$ cat src/rtl/pc_pkg.sv
// Shared types and constants for the fetch program-counter controller.
// Controller states and the two instruction step sizes.
package pc_pkg;

   typedef enum logic [1:0] {
      PC_BOOT = 2'd0,
      PC_RUN  = 2'd1,
      PC_HALT = 2'd2
   } pc_state_t;

   localparam int PC_STEP_32 = 4;
   localparam int PC_STEP_16 = 2;

endpackage

$ cat src/rtl/pc_next_sel.sv
// Next-pc select: trap > redirect > sequential step > hold, with target alignment.
// Purely combinational; misaligned flags a redirect target whose dropped low bits were set.
module pc_next_sel
   import pc_pkg::*;
#(
   parameter int XLEN  = 32,
   parameter bit C_EXT = 1'b0
) (
   input  logic [XLEN-1:0] pc,
   input  logic            accept,
   input  logic            instr_len,
   input  logic            redirect_valid,
   input  logic [XLEN-1:0] redirect_pc,
   input  logic            trap_valid,
   input  logic [XLEN-1:0] trap_pc,
   output logic [XLEN-1:0] pc_next,
   output logic            misaligned,
   output logic            squash
);

   localparam logic [XLEN-1:0] LOW2       = XLEN'(3);
   localparam logic [XLEN-1:0] LOW1       = XLEN'(1);
   localparam logic [XLEN-1:0] REDIR_LOW  = C_EXT ? LOW1 : LOW2;

   logic [XLEN-1:0] step;

   always_comb begin
      step       = (C_EXT && instr_len) ? XLEN'(PC_STEP_16) : XLEN'(PC_STEP_32);
      pc_next    = pc;
      misaligned = 1'b0;
      if (trap_valid) begin
         pc_next = trap_pc & ~LOW2;
      end else if (redirect_valid) begin
         pc_next    = redirect_pc & ~REDIR_LOW;
         misaligned = |(redirect_pc & REDIR_LOW);
      end else if (accept) begin
         pc_next = pc + step;
      end
   end

   assign squash = trap_valid | redirect_valid;

endmodule

$ cat src/rtl/pc_gen.sv
// Fetch PC controller: offers pc over valid/ready; pc updates one cycle after trap/redirect/accept.
// Back-pressure (fetch_ready low) holds pc and fetch_valid; a redirect may still replace pc.
module pc_gen
   import pc_pkg::*;
#(
   parameter int              XLEN         = 32,
   parameter logic [XLEN-1:0] RESET_VECTOR = '0,
   parameter bit              C_EXT        = 1'b0
) (
   input  logic            clk,
   input  logic            rst,
   input  logic            fetch_ready,
   input  logic            instr_len,
   input  logic            redirect_valid,
   input  logic [XLEN-1:0] redirect_pc,
   input  logic            trap_valid,
   input  logic [XLEN-1:0] trap_pc,
   input  logic            halt_req,
   input  logic            resume,
   output logic            fetch_valid,
   output logic [XLEN-1:0] pc,
   output logic [XLEN-1:0] pc_prev,
   output logic            pc_prev_valid,
   output logic            misaligned,
   output logic            halted
);

   pc_state_t       state;
   logic            accept;
   logic [XLEN-1:0] pc_nxt;
   logic            mis_nxt;
   logic            squash;

   assign fetch_valid = (state == PC_RUN);
   assign halted      = (state == PC_HALT);
   assign accept      = fetch_valid & fetch_ready;

   pc_next_sel #(
      .XLEN  (XLEN),
      .C_EXT (C_EXT)
   ) u_next_sel (
      .pc             (pc),
      .accept         (accept),
      .instr_len      (instr_len),
      .redirect_valid (redirect_valid),
      .redirect_pc    (redirect_pc),
      .trap_valid     (trap_valid),
      .trap_pc        (trap_pc),
      .pc_next        (pc_nxt),
      .misaligned     (mis_nxt),
      .squash         (squash)
   );

   always_ff @(posedge clk) begin
      if (rst) begin
         state         <= PC_BOOT;
         pc            <= RESET_VECTOR;
         pc_prev       <= '0;
         pc_prev_valid <= 1'b0;
         misaligned    <= 1'b0;
      end else begin
         pc_prev_valid <= 1'b0;
         misaligned    <= 1'b0;
         case (state)
            PC_BOOT: state <= PC_RUN;
            PC_RUN:  if (halt_req) state <= PC_HALT;
            PC_HALT: if (resume && !halt_req) state <= PC_RUN;
            default: state <= PC_BOOT;
         endcase
         // In HALT a trap/redirect is the debugger's pc write.
         if (state != PC_BOOT) begin
            pc         <= pc_nxt;
            misaligned <= mis_nxt;
         end
         if (accept && !squash) begin
            pc_prev       <= pc;
            pc_prev_valid <= 1'b1;
         end
      end
   end

endmodule

$ cat config.mk
export PLATFORM = sky130hd
export DESIGN_NAME = pc_gen
export DESIGN_NICKNAME = d
export VERILOG_FILES = /design/src/rtl/pc_pkg.sv /design/src/rtl/pc_next_sel.sv /design/src/rtl/pc_gen.sv
export SDC_FILE = /design/constraint.sdc
export NUM_CORES = 1
export LEC_CHECK = 0
export BUFFER_PORTS_ARGS = -buffer_cell sky130_fd_sc_hd__buf_2
export CORE_MARGIN = 4
export CORE_UTILIZATION = 44
export DETAILED_ROUTE_END_ITERATION = 6
export PLACE_DENSITY_LB_ADDON = 0.3
export REMOVE_ABC_BUFFERS = 1
export SYNTH_ARGS = -nofsm -noshare
export SYNTH_HDL_FRONTEND = slang
export SYNTH_HIERARCHICAL = 1
export SYNTH_SLANG_ARGS = --single-unit
$ cat constraint.sdc
create_clock -name clk -period 2 [get_ports clk]
set_input_delay 0.4 -clock clk [delete_from_list [all_inputs] [get_ports clk]]
set_output_delay 0.4 -clock clk [all_outputs]
set_load 0.02 [all_outputs]
# Word level (Yosys, flattened, before mapping)
# Cells that the tools add are included.
# totals
reg_bits,68
out_inout_bits,68
wordCells,32
# op_classes
addsub,1
n_eq_ne,4
muxes,7
bitwise,4
n_reduce_logical,11
# op_table
op,n
$mux W32,3
$add A32 B3 Y32 const B,1
$pmux W2 S3,1
$mux W2,2
$reduce_and A2 Y1,2
$reduce_or A4 Y1,1
$reduce_bool A3 Y1,1
$eq A2 B1 Y1 const B,1
$eq A2 B2 Y1 const B,1
$logic_and A1 B1 Y1,2
$logic_not A1 Y1,2
$logic_not A2 Y1,1
$ne A2 B1 Y1 const B,1
$ne A2 B2 Y1 const B,1
$not A1 Y1,2
$reduce_bool A2 Y1,1
$reduce_or A2 Y1,1
$and A1 B1 Y1,1
$mux W1,1
$or A1 B1 Y1,1

# Depth between registers and ports, before layout
# Gate-level depths: netlist of run 1.
# depth
word_depth,5
mapped_depth,11

# Hierarchy
# The synthesis of run 1 kept the hierarchy.
# by_module_without_submodules
module,n_inst,cells_each,area_each_um2,seq_area_each_um2
pc_gen,1,300,2381.0,1361.3
pc_next_sel,1,191,1174.9,0.0

# Worst setup path before layout of run 1
# Ideal clock, no wire load.
# synth_timing
kind,register -> register
startpoint,reg state[0]
endpoint,reg pc[17]
setup_time_ns,0.132
t_arrival_ns,2.429
setup_slack_ns,-0.561
path_stages_with_launch,12
cell_sequence,dfxtp_1 nor2b_1 and2_1 buf_2 nand3_1 or4_4 buf_6 o31a_1 o31ai_1 o21ai_1 nand2_1 a21oi_1
# synth_between
elab_chain_cells,4
# synth_rtl
item,line,text
"start, declared",pc_gen.sv:28,pc_state_t state;
"start signal, assigned",pc_gen.sv:56,state <= PC_BOOT;
"start signal, assigned",pc_gen.sv:65,PC_BOOT: state <= PC_RUN;
"start signal, assigned",pc_gen.sv:66,PC_RUN: if (halt_req) state <= PC_HALT;
$eq A2 B1 Y1,pc_gen.sv:34,assign fetch_valid = (state == PC_RUN);
net fetch_valid,pc_gen.sv:20,"output logic fetch_valid,"
$and A1 B1 Y1,pc_gen.sv:36,assign accept = fetch_valid & fetch_ready;
net accept,pc_gen.sv:29,logic accept;
$reduce_bool A3 Y1 (no source line),n/a,
$reduce_and A2 Y1 (no source line),n/a,
"end signal, assigned",pc_gen.sv:72,pc <= pc_nxt;
"end, declared",pc_gen.sv:21,"output logic [XLEN-1:0] pc,"
# The timed path passes the listed nets, and every way through them passes these cells.
# A chain may end at the register's enable or synchronous reset.

# Final worst setup path of run 1
# layout_timing
startpoint,reg state[1]
endpoint,reg pc[18]
# layout_between
elab_chain_cells,4
# layout_rtl
item,line
$eq A2 B1 Y1,pc_gen.sv:34
$and A1 B1 Y1,pc_gen.sv:36
net accept,pc_gen.sv:29
$reduce_bool A3 Y1 (no source line),n/a
$reduce_and A2 Y1 (no source line),n/a
# The timed path passes the listed nets, and every way through them passes these cells.

==> results of run 1 <==
[worst paths after layout]
path,startpoint,to,slack (ns),depth (start not counted)
worst min-delay path,halt_req,state[1],0.36,3
worst min register to register,pc_prev[29],pc_prev[29],0.45,2
worst max register to register,state[1],pc[18],-0.07,10
worst max-delay path,state[1],pc[18],-0.07,10
[power groups by stage]
stage	clock network, W	registers, W	logic [W]
finish	0.00144	0.00146	0.000664
global route	0.00150	0.00147	0.000730
CTS	0.00146	0.00146	0.000653
detailed placement	0	0.00149	0.000644
global placement	0	0.00149	0.000629
floorplan	0	0.00158	0.000227
[flip-flops by register name (all words and copies together) (netlist names)]
name and count:
pc 32, pc_prev 32, state 2, misaligned 1, pc_prev_valid 1
[stage by stage]
stage / TNS (ns) / std cells / hold slack (ns) / setup slack, ns / instance area [sq um]
finish: -0.09124 / 765 / 0.3596 / -0.06659 / 5035
global placement: -0.3797 / 743 / 0.4385 / -0.06839 / 4606
detailed placement: -1.274 / 743 / 0.4453 / -0.1292 / 4606
global route: -1.780 / 765 / 0.3523 / -0.1853 / 5035
CTS: -0.0004168 / 760 / 0.3479 / -0.0004168 / 4912
floorplan: -14.14 / 457 / 0.4691 / -0.5039 / 3392
[worst register-to-register path: stages (launching register included)]
cell and delay, ns:
dfxtp_1 0.35, nor2b_4 0.13, and2_4 0.17, nand4_1 0.16
buf_4 0.20, nor3_4 0.18, nand2_1 0.11, or4_1 0.41
nand3_1 0.10, nand2_1 0.05, a21oi_1 0.15
[metal layers]
layer  part of all wire  global-route usage  up-vias
met1               0.43              0.2768     1859
met4              0.013             0.09052        0
met5                  0                   0        -
met3              0.072             0.05929       16
li1                   -                   -     1998
met2               0.49              0.3874      138
[cell type report]
type	count	area, sq um	share of cell area
multi-input combinational	382	2135	0.4240
sequential	68	1365	0.2711
timing repair buffer	190	1131	0.2247
clock buffer	12	155.1	0.03082
tap	102	127.6	0.02535
clock inverter	4	95.09	0.01889
inverter	7	26.28	0.005219
[synth_stat cells (all sizes together)]
cell type  instances
nand2            154
a21oi             76
dfxtp             68
o21ai             22
buf               19
nor2              18
xnor2             16
a22oi             15
clkbuf            15
nor3              12
nand3             10
xor2               9
inv                7
nand4              6
nor4               5
o22ai              5
and2               4
mux2i              4
and3               3
nor2b              3
nor3b              3
or4                3
and4               2
and4bb             1
ha                 1
mux2               1
nand2b             1
nand3b             1
nand4b             1
nand4bb            1
o221ai             1
o31a               1
o31ai              1
or2                1
or3                1
[repair_timing]
action | in CTS | in global routing
pin swaps | 5 | 12
endpoints found under the setup margin | 18 | 19
gates resized for setup | 13 | 19
setup buffers | 1 | 5
cloned | 0 | 0
[cells by family (layout without fill, tap and decap cells)]
kind of cell	count (synthesis)	after routing	share of synthesized area
fa+ha+maj	1	1	0.003518
xor+xnor	25	25	0.06158
buf+inv	41	213	0.05348
flops	68	68	0.3828
simple gates	230	230	0.2987
compound gates	121	121	0.1854
mux	5	5	0.01443
==> results.py, run 1 <==
metrics = {
    "cells_and_area": {
        "syn_to_final_growth_pct": 41.59,
        "nets": 731,
        "post-route-util": 0.6449,
        "n_fill_cell": 707,
        "layout_commonest_cell": "nand2_1",
        "final_cell_mix": "154 x nand2_1, 136 x buf_2, 74 x a21oi_1, 65 x dfxtp_1, 49 x buf_4",
        "antenna_cells": 0,
        "drive_gt1_frac": 0.3575,
    },
    "clocking": {
        "h-tree-depth": 3,
        "ctsHoldBuffers": 0,
        "root_buffer": "clkbuf_8",
        "numCtsBuffers": 9,
        "clockBufferDepth": 2,
        "clkTransAtPathRegs_ns": 0.07,
        "clk_latency_ns": 0.35,
        "cts_tree": "done",
        "cts.sinks": 68,
    },
    "worst_hold_path": {
        "hold_class": "primary input to flop",
    },
    "status": {
        "violations": "negative setup slack",
        "outcome": "finished, violations left",
    },
    "place": {
        "place.gp.congestion": 0.8694,
        "dp_hpwl_mm": 7.554,
        "numPortBuffers": 136,
    },
    "setup_path": {
        "critPathMaxFanout": 3,
        "path_cells": "nor2b_4 > and2_4 > nand4_1 > buf_4 > nor3_4 > nand2_1 > or4_1 > nand3_1 > nand2_1 > a21oi_1",
        "crit_required_ns": 2.28,
        "crit_path_max_incr_delay_ns": 0.41,
        "start_kind": "flop",
        "end_kind": "flop",
        "critPathTopFamily": "simple AND/OR/NAND/NOR gates",
        "crit_top_cell": "nand2_1",
        "worst-path-buf-inv": 1,
        "worstPathArrival_ns": 2.35,
        "crit_slowest_cell": "or4_1",
        "critPathKind": "flop to flop",
    },
    "power": {
        "peakVddDrop_uv": 489.9,
        "clkPwrFrac": 0.403,
        "powerDensity_nw_per_um2": 707.9,
        "p_switching_w": 0.0009866,
        "p_leak_nw": 2.222,
        "switching_share": 0.2768,
        "pwr-share-comb": 0.186,
        "seqPwrFrac": 0.411,
        "p_int_w": 0.002577,
        "p_total_w": 0.003564,
    },
    "sta": {
        "finalHoldViolations": 0,
        "layout_setup_ws_ns": -0.06659,
        "setup_violations": 3,
        "rsz0062_at_grt": "true",
        "maxSlewViolCount": 0,
        "finalCritPeriodShare": 1.033,
        "fin_skew_ns": 0.007436,
        "fmax_mhz": 483.9,
        "min_period_ns": 2.067,
        "slew_headroom": 0.5336,
        "tightestPinTransition_ns": 0.6997,
    },
    "drt": {
        "route.vias.total": 4011,
        "wl_per_cell_um": 14.62,
        "finalWirelength_mm": 11.19,
        "antenna_left": 0,
        "firstDrtPassIters": 5,
        "drc_errors": 0,
        "via_per_inst": 5.243,
        "drt_iter0_markers": 162,
    },
    "synth": {
        "synth_cell_types": 43,
        "yosysTopAreaCell": "dfxtp_1",
        "yosys-top-cells-area": "dfxtp_1 38%, nand2_1 16%, a21oi_1 11%",
        "ys_seq_area_frac": 0.3828,
        "ys_ff_latch": 68,
        "syn-cell-area_sq_um": 3556,
        "yosys_warnings": 6,
        "syn_inst": 491,
        "yosysTopAreaCellShare": 0.3828,
        "avgSynthCellArea_sq_um": 7.242,
    },
    "global_routing": {
        "grt_overflow": 0,
        "grt_usage": 0.2289,
        "grt_pass1_wl_mm": 18.29,
        "grt_max_degree": 69,
        "grt_antenna_before_repair": 0,
        "grt_pass1_vias": 3961,
    },
    "die": {
        "die_y_um": 97.90,
        "io_pins": 140,
        "coreArea_sq_um": 7807,
        "rows": 32,
        "initial_core_util": 0.4554,
        "dieArea_sq_um": 9583,
        "die_w_um": 97.90,
    },
    "flow_run": {
        "drv_cap": 0,
    },
}
No activity file was read; power rests on OpenSTA's default activity.
==> inputs of run 2 (changes only) <==
--- a/config.mk
+++ b/config.mk
@@ -7,7 +7,9 @@
 export LEC_CHECK = 0
 export BUFFER_PORTS_ARGS = -buffer_cell sky130_fd_sc_hd__buf_2
 export CORE_MARGIN = 4
-export CORE_UTILIZATION = 44
+export CORE_UTILIZATION = 46
+export CTS_BUF_LIST = sky130_fd_sc_hd__clkbuf_4
+export CTS_CLUSTER_DIAMETER = 60
 export DETAILED_ROUTE_END_ITERATION = 6
 export PLACE_DENSITY_LB_ADDON = 0.3
 export REMOVE_ABC_BUFFERS = 1
==> run 2 against run 1 <==
The run still ends with negative setup slack left. Global-route usage up 0.63 points. Clock skew grew 0.0085 ns. Final cell count decreased by 0.78%. Flip-flop and latch count is the same. Cell area decreased by 1.2%. Via count up 0.57%. Combinational power grew 1%. Sequential power is essentially flat. Worst setup slack improved by 0.027 ns. Wire length fell by 1.6%. Sequential share of layout area up 0.35 points. Utilization up 3.0 points. Critical endpoint unchanged. Largest power group unchanged. Highest routed layer unchanged.
==> results.py, run 2 (synthesis gave the netlist of run 1 again) <==
metrics = {
    "sta": {
        "hold_ws_ns": 0.2645,
        "maxSlewViolCount": 0,
        "finalHoldViolations": 0,
        "setup_violations": 1,
        "layout_setup_ws_ns": -0.03957,
        "fmax_mhz": 490.3,
        "tightestPinTransition_ns": 0.6890,
        "min_period_ns": 2.040,
        "slew_headroom": 0.5406,
        "finalCritPeriodShare": 1.020,
        "fin_skew_ns": 0.01594,
        "rsz0062_at_grt": "true",
    },
    "setup_path": {
        "critPathTopFamily": "simple AND/OR/NAND/NOR gates",
        "start_kind": "flop",
        "r2r_slack_ns": -0.04,
        "r2r_end": "pc[18]",
        "crit_path_max_incr_delay_ns": 0.42,
        "r2r_start": "state[0]",
        "rr_worst_depth": 11,
        "crit_required_ns": 2.35,
        "critPathMaxFanout": 4,
        "critPathKind": "flop to flop",
        "crit_slowest_cell": "or4_4",
        "end_kind": "flop",
        "worst-path-buf-inv": 2,
        "worstPathArrival_ns": 2.39,
        "path_cells": "nor2b_4 > and2_4 > nand4_1 > buf_6 > nor3_2 > buf_4 > nand2_2 > or4_4 > nand3_2 > nand2_1 > a21oi_2",
    },
    "die": {
        "dieArea_sq_um": 9201,
        "rows": 31,
        "die_w_um": 95.92,
        "initial_core_util": 0.4825,
        "coreArea_sq_um": 7370,
        "io_pins": 140,
        "die_y_um": 95.92,
    },
    "global_routing": {
        "grt_antenna_before_repair": 0,
        "grt_pass1_vias": 3768,
        "grt_max_degree": 41,
        "grt_overflow": 0,
        "grt_usage": 0.2352,
        "grt_pass1_wl_mm": 17.02,
    },
    "drt": {
        "drt_iter0_markers": 174,
        "route.vias.total": 4034,
        "finalWirelength_mm": 11.01,
        "via_per_inst": 5.315,
        "antenna_left": 0,
        "drc_errors": 0,
        "firstDrtPassIters": 4,
        "wl_per_cell_um": 14.51,
    },
    "cells_and_area": {
        "largestRegisters": "pc x32, pc_prev x32, state x2",
        "final_area_sq_um": 4975,
        "antenna_cells": 0,
        "final_cell_mix": "153 x nand2_1, 136 x buf_2, 70 x a21oi_1, 64 x dfxtp_1, 45 x buf_4",
        "layout_commonest_cell": "nand2_1",
        "nets": 728,
        "n_fill_cell": 636,
        "multi_input_area_sq_um": 2188,
        "drive_gt1_frac": 0.3682,
        "syn_to_final_growth_pct": 39.90,
        "register_area_sq_um": 1366,
    },
    "place": {
        "dp_slack_ns": -0.08748,
        "dp_hpwl_mm": 7.607,
        "dpl_cell_area_sq_um": 4609,
        "numPortBuffers": 136,
        "place.gp.congestion": 0.8420,
    },
    "power": {
        "switching_share": 0.3070,
        "peakVddDrop_uv": 308.5,
        "p_switching_w": 0.0009694,
        "p_int_w": 0.002188,
        "seqPwrFrac": 0.463,
        "pwr-share-comb": 0.213,
        "clkPwrFrac": 0.324,
        "powerDensity_nw_per_um2": 634.7,
        "p_leak_nw": 2.194,
    },
    "flow_run": {
        "drv_cap": 0,
    },
    "status": {
        "violations": "negative setup slack",
        "outcome": "finished, violations left",
    },
    "clocking": {
        "numCtsBuffers": 9,
        "cts.sinks": 68,
        "cts_tree": "done",
        "clk_latency_ns": 0.42,
        "clockBufferDepth": 2,
        "clkTransAtPathRegs_ns": 0.13,
        "root_buffer": "clkbuf_4",
        "h-tree-depth": 3,
        "ctsHoldBuffers": 0,
    },
    "worst_hold_path": {
        "hold_path_depth": 3,
        "min-delay-start": "halt_req",
        "hold_class": "primary input to flop",
        "worst_hold_path.endpoint": "state[1]",
    },
}
[run 2: cell types whose count changed in the layout (fill, tap and decap cells not counted), moves of 2 or more]
| cell | change |
|---|---|
| clkbuf_8 | -11 |
| clkbuf_4 | +9 |
| a21oi_1 | -4 |
| a21oi_2 | +4 |
| buf_4 | -4 |
| clkinv_1 | +2 |
| nor3_2 | -2 |
| nor3_4 | +2 |
| nor4_1 | -2 |
| nor4_2 | +2 |
[run 2: cell type report]
| class | count | area share |
|---|---|---|
| Multi-Input combinational cell | 382 | 0.4399 |
| Sequential cell | 68 | 0.2746 |
| Timing Repair Buffer | 187 | 0.2236 |
| Tap cell | 99 | 0.02490 |
| Clock inverter | 7 | 0.01811 |
| Clock buffer | 9 | 0.01358 |
| Inverter | 7 | 0.005282 |
[run 2: through the flow]
stage	setup TNS, ns	utilization	total power, W	std cells
CTS	-0.06586	0.6582	0.003157	759
floorplan	-14.14	-	0.001805	457
global route	-1.188	0.6750	0.003324	759
detailed placement	-0.6031	0.6255	0.002134	741
global placement	-0.2267	0.6255	0.002116	741
finish	-0.03957	0.6750	0.003158	759
[run 2: power groups by stage]
stage | clock network [W] | logic [W] | registers, W
CTS | 0.00104 | 0.000657 | 0.00146
floorplan | 0 | 0.000227 | 0.00158
finish | 0.00102 | 0.000673 | 0.00146
global placement | 0 | 0.000632 | 0.00148
detailed placement | 0 | 0.000646 | 0.00149
global route | 0.00112 | 0.000735 | 0.00147
[run 2: metal layers]
layer,routed length (um),vias up,global-route usage
li1,-,1992,-
met5,0,-,0
met4,73,0,0.06398
met3,1055,9,0.06568
met1,4562,1858,0.2761
met2,5318,175,0.4181
[run 2: worst max path at each step]
stage	from	endpoint	slack, ns	depth (start not counted)
floorplan	state[0]	pc[17]	-0.50	9
detailed placement	fetch_ready	pc[17]	-0.09	10
finish	state[0]	pc[18]	-0.04	11
CTS	state[0]	pc[17]	-0.02	10
global placement	fetch_ready	pc[17]	-0.06	10
global route	state[0]	pc[27]	-0.16	10
[run 2: worst register-to-register path, delay by kind of cell (launching register included)]
family / cells / cell delay [ns]
AO/OA/AOI/OAI: 1 / 0.15
buffers and inverters: 2 / 0.32
AND/OR/NAND/NOR: 8 / 1.16
flip-flops: 1 / 0.35
[run 2: repair_timing]
action                     in CTS  in global routing
pin swaps                      18                 10
gates resized for setup        16                 29
setup endpoints to repair      17                 20
cloned                          0                  0
setup buffers                   2                  0
